--- src/rtl/dmem_wbuf_responder.sv ---
// Data-memory responder: posts CPU stores into an in-order write buffer drained to a
// ready-handshaked backing store; loads forward the youngest buffered match. Optional: WBUF_STATS_EN.
module dmem_wbuf_responder #(
   parameter int unsigned BUF_DEPTH = 4,
   parameter int unsigned AW        = 30
) (
   input  logic                         clk,
   input  logic                         reset,
   input  logic                         MemWrite,
   input  logic [31:0]                  ALUResult,
   input  logic [31:0]                  WriteData,
   output logic [31:0]                  ReadData,
   output logic [AW-1:0]                bs_raddr,
   input  logic [31:0]                  bs_rdata,
   output logic                         bs_we,
   output logic [AW-1:0]                bs_addr,
   output logic [31:0]                  bs_wdata,
   input  logic                         bs_ready,
   output logic [$clog2(BUF_DEPTH):0]   wb_level,
   output logic                         wb_full,
   output logic                         wb_empty,
   output logic                         wb_overflow,
   output logic                         misalign
`ifdef WBUF_STATS_EN
   ,
   output logic [31:0]                  wr_count,
   output logic [31:0]                  drain_count
`endif
);

   localparam int unsigned PW = $clog2(BUF_DEPTH);

   logic [AW-1:0]        addr_q [BUF_DEPTH];
   logic [31:0]          data_q [BUF_DEPTH];
   logic [BUF_DEPTH-1:0] valid_q;
   logic [PW-1:0]        head_q;
   logic [PW-1:0]        tail_q;
   logic [PW:0]          level_q;
   logic [AW-1:0]        raddr;
   logic                 full;
   logic                 push;
   logic                 pop;
   logic                 fwd_hit;
   logic [31:0]          fwd_data;
   logic [PW-1:0]        fwd_idx;

   assign raddr = ALUResult[AW+1:2];
   assign full  = (level_q == (PW+1)'(BUF_DEPTH));
   assign pop   = (level_q != '0) && bs_ready;
   // A pop frees the head slot at the same edge, so a full buffer still accepts a store.
   assign push  = MemWrite && (!full || pop);

   always_ff @(posedge clk) begin
      if (reset) begin
         head_q      <= '0;
         tail_q      <= '0;
         level_q     <= '0;
         valid_q     <= '0;
         wb_overflow <= 1'b0;
      end else begin
         if (pop) begin
            head_q          <= head_q + PW'(1);
            valid_q[head_q] <= 1'b0;
         end
         if (push) begin
            tail_q          <= tail_q + PW'(1);
            valid_q[tail_q] <= 1'b1;
         end
         case ({push, pop})
            2'b10:   level_q <= level_q + (PW+1)'(1);
            2'b01:   level_q <= level_q - (PW+1)'(1);
            default: level_q <= level_q;
         endcase
         if (MemWrite && full && !pop) begin
            wb_overflow <= 1'b1;
         end
      end
   end

   always_ff @(posedge clk) begin
      if (push) begin
         addr_q[tail_q] <= raddr;
         data_q[tail_q] <= WriteData;
      end
   end

   // Scan oldest to youngest so the last match seen is the youngest store.
   always_comb begin
      fwd_hit  = 1'b0;
      fwd_data = '0;
      fwd_idx  = head_q;
      for (int unsigned k = 0; k < BUF_DEPTH; k++) begin
         fwd_idx = head_q + PW'(k);
         if (valid_q[fwd_idx] && (addr_q[fwd_idx] == raddr)) begin
            fwd_hit  = 1'b1;
            fwd_data = data_q[fwd_idx];
         end
      end
   end

   assign ReadData = fwd_hit ? fwd_data : bs_rdata;
   assign bs_raddr = raddr;
   assign bs_we    = (level_q != '0);
   assign bs_addr  = addr_q[head_q];
   assign bs_wdata = data_q[head_q];
   assign wb_level = level_q;
   assign wb_full  = full;
   assign wb_empty = (level_q == '0);
   assign misalign = MemWrite && (ALUResult[1:0] != 2'b00);

`ifdef WBUF_STATS_EN
   always_ff @(posedge clk) begin
      if (reset) begin
         wr_count    <= '0;
         drain_count <= '0;
      end else begin
         if (push) wr_count    <= wr_count + 32'd1;
         if (pop)  drain_count <= drain_count + 32'd1;
      end
   end
`endif

endmodule

--- config.mk ---
export PLATFORM = sky130hd
export DESIGN_NAME = dmem_wbuf_responder
export DESIGN_NICKNAME = d
export VERILOG_FILES = /design/src/rtl/dmem_wbuf_responder.sv
export SDC_FILE = /design/constraint.sdc
export NUM_CORES = 1
export LEC_CHECK = 0
export CAP_MARGIN = 20
export CORE_MARGIN = 2
export CORE_UTILIZATION = 37
export CTS_CLUSTER_SIZE = 20
export DETAILED_ROUTE_END_ITERATION = 10
export PLACE_DENSITY_LB_ADDON = 0.2
export SYNTH_ARGS = -nofsm -noshare
export SYNTH_HDL_FRONTEND = slang
export SYNTH_SLANG_ARGS = --single-unit
--- constraint.sdc ---
create_clock -name clk -period 8.4 [get_ports clk]
set_input_delay 1.26 -clock clk [delete_from_list [all_inputs] [get_ports clk]]
set_output_delay 1.26 -clock clk [all_outputs]
set_load 0.01 [all_outputs]
==> results of run 1 <==
flip-flops by register name, indices dropped and copies added, names as in the netlist, named ones only:
signal	count
addr_q	120
head_q	2
wb_overflow	1
valid_q	4
data_q	128
tail_q	2
wb_level	3
logic make-up after synthesis:
| group | count (synthesis) | synth area share, % |
|---|---|---|
| xor gates and xnor gates | 116 | 5.63 |
| AOI/OAI and AO/OA | 184 | 8.38 |
| muxes | 281 | 31.7 |
| adders and majority gates | 9 | 0.666 |
| and+or+nand+nor | 167 | 4.50 |
| DFF | 262 | 42.8 |
| buffers and inverters | 232 | 6.31 |
synth_stat cells, types with 5 or more instances:
master	instances	share of area [%]
sky130_fd_sc_hd__buf_6	10	0.62
sky130_fd_sc_hd__mux4_2	232	29
sky130_fd_sc_hd__nand3_1	6	0.17
sky130_fd_sc_hd__nor4_1	10	0.35
sky130_fd_sc_hd__o31a_1	32	1.6
sky130_fd_sc_hd__o41ai_1	33	1.6
sky130_fd_sc_hd__edfxtp_1	248	41
sky130_fd_sc_hd__dfxtp_1	14	1.6
sky130_fd_sc_hd__buf_2	22	0.61
sky130_fd_sc_hd__ha_1	8	0.55
sky130_fd_sc_hd__o31ai_1	6	0.25
sky130_fd_sc_hd__and2_1	5	0.17
sky130_fd_sc_hd__xnor2_1	102	5.0
sky130_fd_sc_hd__mux2i_1	46	2.6
sky130_fd_sc_hd__inv_1	82	1.7
sky130_fd_sc_hd__nor2_1	51	1.1
sky130_fd_sc_hd__o31ai_2	27	1.9
sky130_fd_sc_hd__buf_1	16	0.33
sky130_fd_sc_hd__nand4_1	21	0.73
sky130_fd_sc_hd__a21oi_1	44	1.2
sky130_fd_sc_hd__clkbuf_1	58	1.2
sky130_fd_sc_hd__o22ai_1	8	0.28
sky130_fd_sc_hd__buf_4	44	1.8
sky130_fd_sc_hd__nor3_1	5	0.14
sky130_fd_sc_hd__nand2_1	50	1.0
sky130_fd_sc_hd__xor2_1	14	0.68
final timing paths:
path	from	end	slack (ps)
worst max register to register	wb_level[0]	data_q[3][17]	5500
worst min-delay path	wb_overflow	wb_overflow	490
worst max-delay path	head_q[1]	ReadData[28]	1280
worst min register to register	wb_overflow	wb_overflow	490
stage by stage:
step,instance area [µm²],cells
after floorplan,18000,1251
after global placement,20500,1969
after detailed placement,20500,1969
after CTS,21700,2031
after global routing,21700,2033
final,21700,2033
worst max-delay path, stage by stage (launching register included):
cell and delay, ps:
sky130_fd_sc_hd__dfxtp_4 570, sky130_fd_sc_hd__inv_1 270, sky130_fd_sc_hd__ha_4 930, sky130_fd_sc_hd__mux4_2 430
sky130_fd_sc_hd__xnor2_1 330, sky130_fd_sc_hd__nand4_1 130, sky130_fd_sc_hd__or4_1 610, sky130_fd_sc_hd__nor4_2 510
sky130_fd_sc_hd__inv_1 240, sky130_fd_sc_hd__nand2_4 520, sky130_fd_sc_hd__o31ai_2 200, sky130_fd_sc_hd__clkdlybuf4s50_1 520
power groups by stage:
stage | logic (mW) | registers (mW) | clock network, mW
2_1_floorplan | 2.18 | 1.66 | 0
3_3_place_gp | 2.98 | 1.76 | 0
3_5_place_dp | 2.98 | 1.76 | 0
4_1_cts | 3.00 | 1.74 | 1.49
5_1_grt | 3.18 | 1.76 | 1.54
6_report | 2.96 | 1.74 | 1.45
layout make-up:
cell class	instances	area (µm²)	share of cell area (%)
Multi-Input combinational cell	757	9230	42.6
Sequential cell	262	7740	35.7
Timing Repair Buffer	253	2500	11.6
Clock buffer	44	952	4.40
Tap cell	615	769	3.55
Inverter	82	308	1.42
Clock inverter	18	158	0.728
Antenna cell	2	5.00	0.0231
routing by layer:
metal	GRT usage, %	vias up
met4	6.84	2
met3	4.19	58
met2	34.4	475
li1	-	5318
met1	29.0	6417
met5	0	-
==> flow_summary.yaml, run 1 <==
sta:
  final-hold-violation-count: 0
  hold-worst-slack_ps: 487
  worst-slew-pin-transition_ps: 1080
  fin_ws_ps: 1280
  period_minus_ws_final_ps: 7120
  timing.setup.tns_ps: 0
  finalClockSkew_ps: 19.9
  drv_slew: 0
  achievable-frequency_mhz: 140
  slew_headroom_pct: 28.0
  count_of_endpoints_failing_setup_in_the_final_report: 0
  final.period_utilization_pct: 84.8
  rsz0062_at_grt: "false"
routing:
  post_detailed_route_count_of_antenna_violating_nets: 0
  highest-signal-layer: "met5"
  met3_length_um: 3640
  met2_wirelength_um: 26100
  wl_met1_um: 22600
  via_cell_ratio: 6.04
  first_pass_iteration_count_of_the_detailed_router: 5
  initialDrtViolationCount: 1124
  post-route-drc-count: 0
  detail_route.wl_per_cell_um: 26.3
  vias: 12300
  route.final.wire_length_um: 53500
power_and_ir_drop:
  post-layout-total-power_mw: 6.15
  power_switching_mw: 2.14
  ir_worst_vdd_mv: 0.271
  power.share.switching_pct: 34.8
  p_clk_share_pct: 23.6
  p_seq_share_pct: 28.3
  comb_power_share_pct: 48.1
  internal-power_mw: 4.01
  pwr_density_cell_nw_per_um2: 284
  p_leak_nw: 6.72
die:
  initial_utilization_pct: 37.6
  core_region_area_um2: 47900
  rows: 80
  die_width_um: 225
  ios: 232
  floorplan.die.height_um: 225
  die_area_um2: 50600
global_routing:
  initial_antenna_violation_count: 3
  pin_count_of_the_biggest_net_entering_global_routing: 140
  overflow_after_grt: 0
  via_count_of_the_first_global_routing_pass: 12700
  grt_first_pass_wirelength_um: 80300
  globalRouteTotalUtil_pct: 21.3
clock_tree:
  post_cts.repair.setup_buffers: 0
  numClockSinks: 262
  tritoncts: "yes"
  ctsResizeCount: 0
  cts.reportedPaths.clkPinSlew_ps: 60
  tritoncts_buffers: 34
  htree_num_levels: 2
  cts-root-buf: "sky130_fd_sc_hd__clkbuf_16"
  holdBufCountCts: 0
  clk_path_buf_depth: 3
  clock_latency_ps: 540
critical_path:
  setup.worst_path.start_class: "flip-flop"
  critPathRequiredTime_ps: 7140
  path_class: "flip-flop to primary output"
  wp_data_arrival_ps: 5860
  r2r.worst_path.cells: 6
  critPathMaxFanout: 60
  crit_end_element: "primary output"
placement:
  gpl.final_weighted_congestion: 0.837
  hpwl_um: 35200
  place_ws_ps: 1680
  port-buffer-count: 231
layout:
  area_growth_syn_to_layout_pct: 20.1
  filler_cell_count: 4185
  layout_common_cells: "248 x sky130_fd_sc_hd__edfxtp_1, 232 x sky130_fd_sc_hd__mux4_2, 231 x sky130_fd_sc_hd__clkdlybuf4s50_1"
  fin_util_pct: 45.2
  final_layout_size_suffix_gt1_share_pct: 24.6
  layout_commonest_cell: "sky130_fd_sc_hd__edfxtp_1"
  final_nets: 1499
logic_synthesis:
  yosys_warnings: 0
  synth.cell_area_um2: 18000
  post_synth_inst_count: 1251
  synth_enable_flop_cells: 248
  postSynthAreaPerCell_um2: 14.4
  portion_of_the_post_synthesis_area_used_by_sequential_elements_pct: 42.8
  synth-main-ff-cell: "sky130_fd_sc_hd__edfxtp_1"
  count_of_different_cell_masters_after_synthesis: 57
  async_flop_share_pct: 0
  synth-seq-cells: 262
  syn_nets: 1360
job:
  cap_violations: 0
hold_path:
  min_path_type: "flip-flop to flip-flop"
  hold_depth: 2
outcome:
  run_status: "finished, final reports clean"
(Power assumes the default switching activity.)
==> inputs of run 2 (changes only) <==
- clock period: 8.4 -> 6.4 ns (I/O delays scaled with it)
==> flow_summary.yaml, run 2 (synthesis gave the netlist of run 1 again) <==
outcome:
  run_status: "finished, final reports clean"
layout:
  layout_commonest_cell: "sky130_fd_sc_hd__edfxtp_1"
  final_layout_size_suffix_gt1_share_pct: 25.6
  filler_cell_count: 4238
  final_nets: 1524
  register_with_the_highest_flop_count: "data_q"
  area_growth_syn_to_layout_pct: 20.6
  biggestRegsByFlops: "data_q: 128 flops, addr_q: 120 flops, valid_q: 4 flops"
  final_cells: 2055
  max_ffs_per_register: 128
  layout_common_cells: "248 x sky130_fd_sc_hd__edfxtp_1, 232 x sky130_fd_sc_hd__mux4_2, 231 x sky130_fd_sc_hd__clkdlybuf4s50_1"
sta:
  hold-worst-slack_ps: 496
  worst-slew-pin-transition_ps: 915
  timing.setup.tns_ps: 0
  final-hold-violation-count: 0
  final.period_utilization_pct: 94.8
  finalClockSkew_ps: 16.5
  achievable-frequency_mhz: 165
  rsz0062_at_grt: "false"
  slew_headroom_pct: 39.0
  drv_slew: 0
  period_minus_ws_final_ps: 6070
  count_of_endpoints_failing_setup_in_the_final_report: 0
  fin_ws_ps: 333
die:
  initial_utilization_pct: 37.6
  die_area_um2: 50600
  core_region_area_um2: 47900
  rows: 80
  die_width_um: 225
  ios: 232
  floorplan.die.height_um: 225
critical_path:
  critPathMaxFanout: 24
  path_delay_family: "simple AND/OR/NAND/NOR gates"
  crit_buf_inv: 5
  critical_path_cell_count: 13
  critPathRequiredTime_ps: 5440
  crit_end_element: "primary output"
  slowest_stage: "sky130_fd_sc_hd__or4_1"
  critical_path_cell_by_cell: "inv_1 > ha_4 > buf_16 > mux4_2 > xnor2_1 > nand4_1 > or4_1 > nor4_2 > inv_1 > nand2_4 > buf_4 > o31ai_2 > clkdlybuf4s50_1"
  critPathCapture: "ReadData[5]"
  crit-reg2reg-capture: "data_q[0][5]"
  r2r_slack_ps: 3390
  worstReg2RegStart: "wb_level[1]"
  crit_path_start: "head_q[0]"
  wp_data_arrival_ps: 5110
  critPathMaxStageDelay_ps: 580
  r2r.worst_path.cells: 6
  path_class: "flip-flop to primary output"
  setup.worst_path.start_class: "flip-flop"
  cp_common_cell: "sky130_fd_sc_hd__inv_1"
routing:
  first_pass_iteration_count_of_the_detailed_router: 5
  highest-signal-layer: "met5"
  post-route-drc-count: 0
  detail_route.wl_per_cell_um: 26.9
  wl_met1_um: 24100
  met3_length_um: 3380
  met2_wirelength_um: 26600
  vias: 12500
  via_cell_ratio: 6.09
  initialDrtViolationCount: 1056
  post_detailed_route_count_of_antenna_violating_nets: 0
  route.final.wire_length_um: 55200
clock_tree:
  tritoncts_buffers: 30
  numClockSinks: 262
  cts-root-buf: "sky130_fd_sc_hd__clkbuf_16"
  holdBufCountCts: 0
  tritoncts: "yes"
  htree_num_levels: 1
  cts.reportedPaths.clkPinSlew_ps: 60
  clock_latency_ps: 580
  clk_path_buf_depth: 3
placement:
  place_ws_ps: 653
  port-buffer-count: 231
  post_place_cells: 1995
  hpwl_um: 36000
  gpl.final_weighted_congestion: 0.845
global_routing:
  pin_count_of_the_biggest_net_entering_global_routing: 116
  overflow_after_grt: 0
  grt_first_pass_wirelength_um: 81500
  initial_antenna_violation_count: 5
  globalRouteTotalUtil_pct: 21.4
  via_count_of_the_first_global_routing_pass: 12700
power_and_ir_drop:
  p_seq_share_pct: 28.4
  p_clk_share_pct: 20.5
  power.share.switching_pct: 35.8
  pwr_density_cell_nw_per_um2: 364
  power_switching_mw: 2.83
  comb_power_share_pct: 51.1
  p_leak_nw: 6.78
  ir_worst_vdd_mv: 0.366
  internal-power_mw: 5.09
  post-layout-total-power_mw: 7.92
job:
  cap_violations: 0
hold_path:
  min_path_type: "flip-flop to flip-flop"
run 2: stage by stage:
step | utilization, % | instance area, µm²
final | 45.4 | 21800
after global routing | 45.4 | 21800
after CTS | 45.2 | 21700
after detailed placement | 43.3 | 20800
after global placement | 43.3 | 20800
after floorplan | - | 18000
run 2: metal layers:
metal  vias up  global-route usage (%)
met4         4                    5.64
li1       5367                       -
met2       506                    34.4
met5         -                       0
met3        70                    3.25
met1      6572                    30.4
run 2: tightest hold or removal path, delay by kind of cell (launching register included):
kind / cells / cell delay (ps)
DFF: 1 / 340
AOI/OAI and AO/OA: 1 / 50
and+or+nand+nor: 1 / 80
run 2: worst min path at each step:
stage / from / cells after the start / to
final: wb_overflow / 2 / wb_overflow
after detailed placement: wb_overflow / 2 / wb_overflow
after CTS: wb_overflow / 2 / wb_overflow
after floorplan: valid_q[2] / 2 / valid_q[2]
after global placement: wb_overflow / 2 / wb_overflow
after global routing: wb_overflow / 2 / wb_overflow
run 2: what timing repair did:
action / CTS / global route
gates resized for setup: 0 / 2
setup buffers: 0 / 2
endpoints found under the setup margin: 0 / 32
run 2: power by group through the flow:
stage                     Combinational [mW]  Sequential, mW  Clock, mW
final                                   4.04            2.25       1.62
after global routing                    4.32            2.27       1.72
after global placement                  3.97            2.27          0
after floorplan                         2.86            2.18          0
after CTS                               3.99            2.24       1.66
after detailed placement                3.97            2.28          0
run 2: layout make-up:
type,count,area [µm²],area share [%]
clock inverters,14,105,0.483
well taps,615,769,3.54
clock buffers,40,810,3.72
inverters,82,308,1.41
diodes,3,7.51,0.0345
repair buffers,282,2790,12.8
multi-input cells,757,9230,42.4
flip-flops and latches,262,7740,35.6
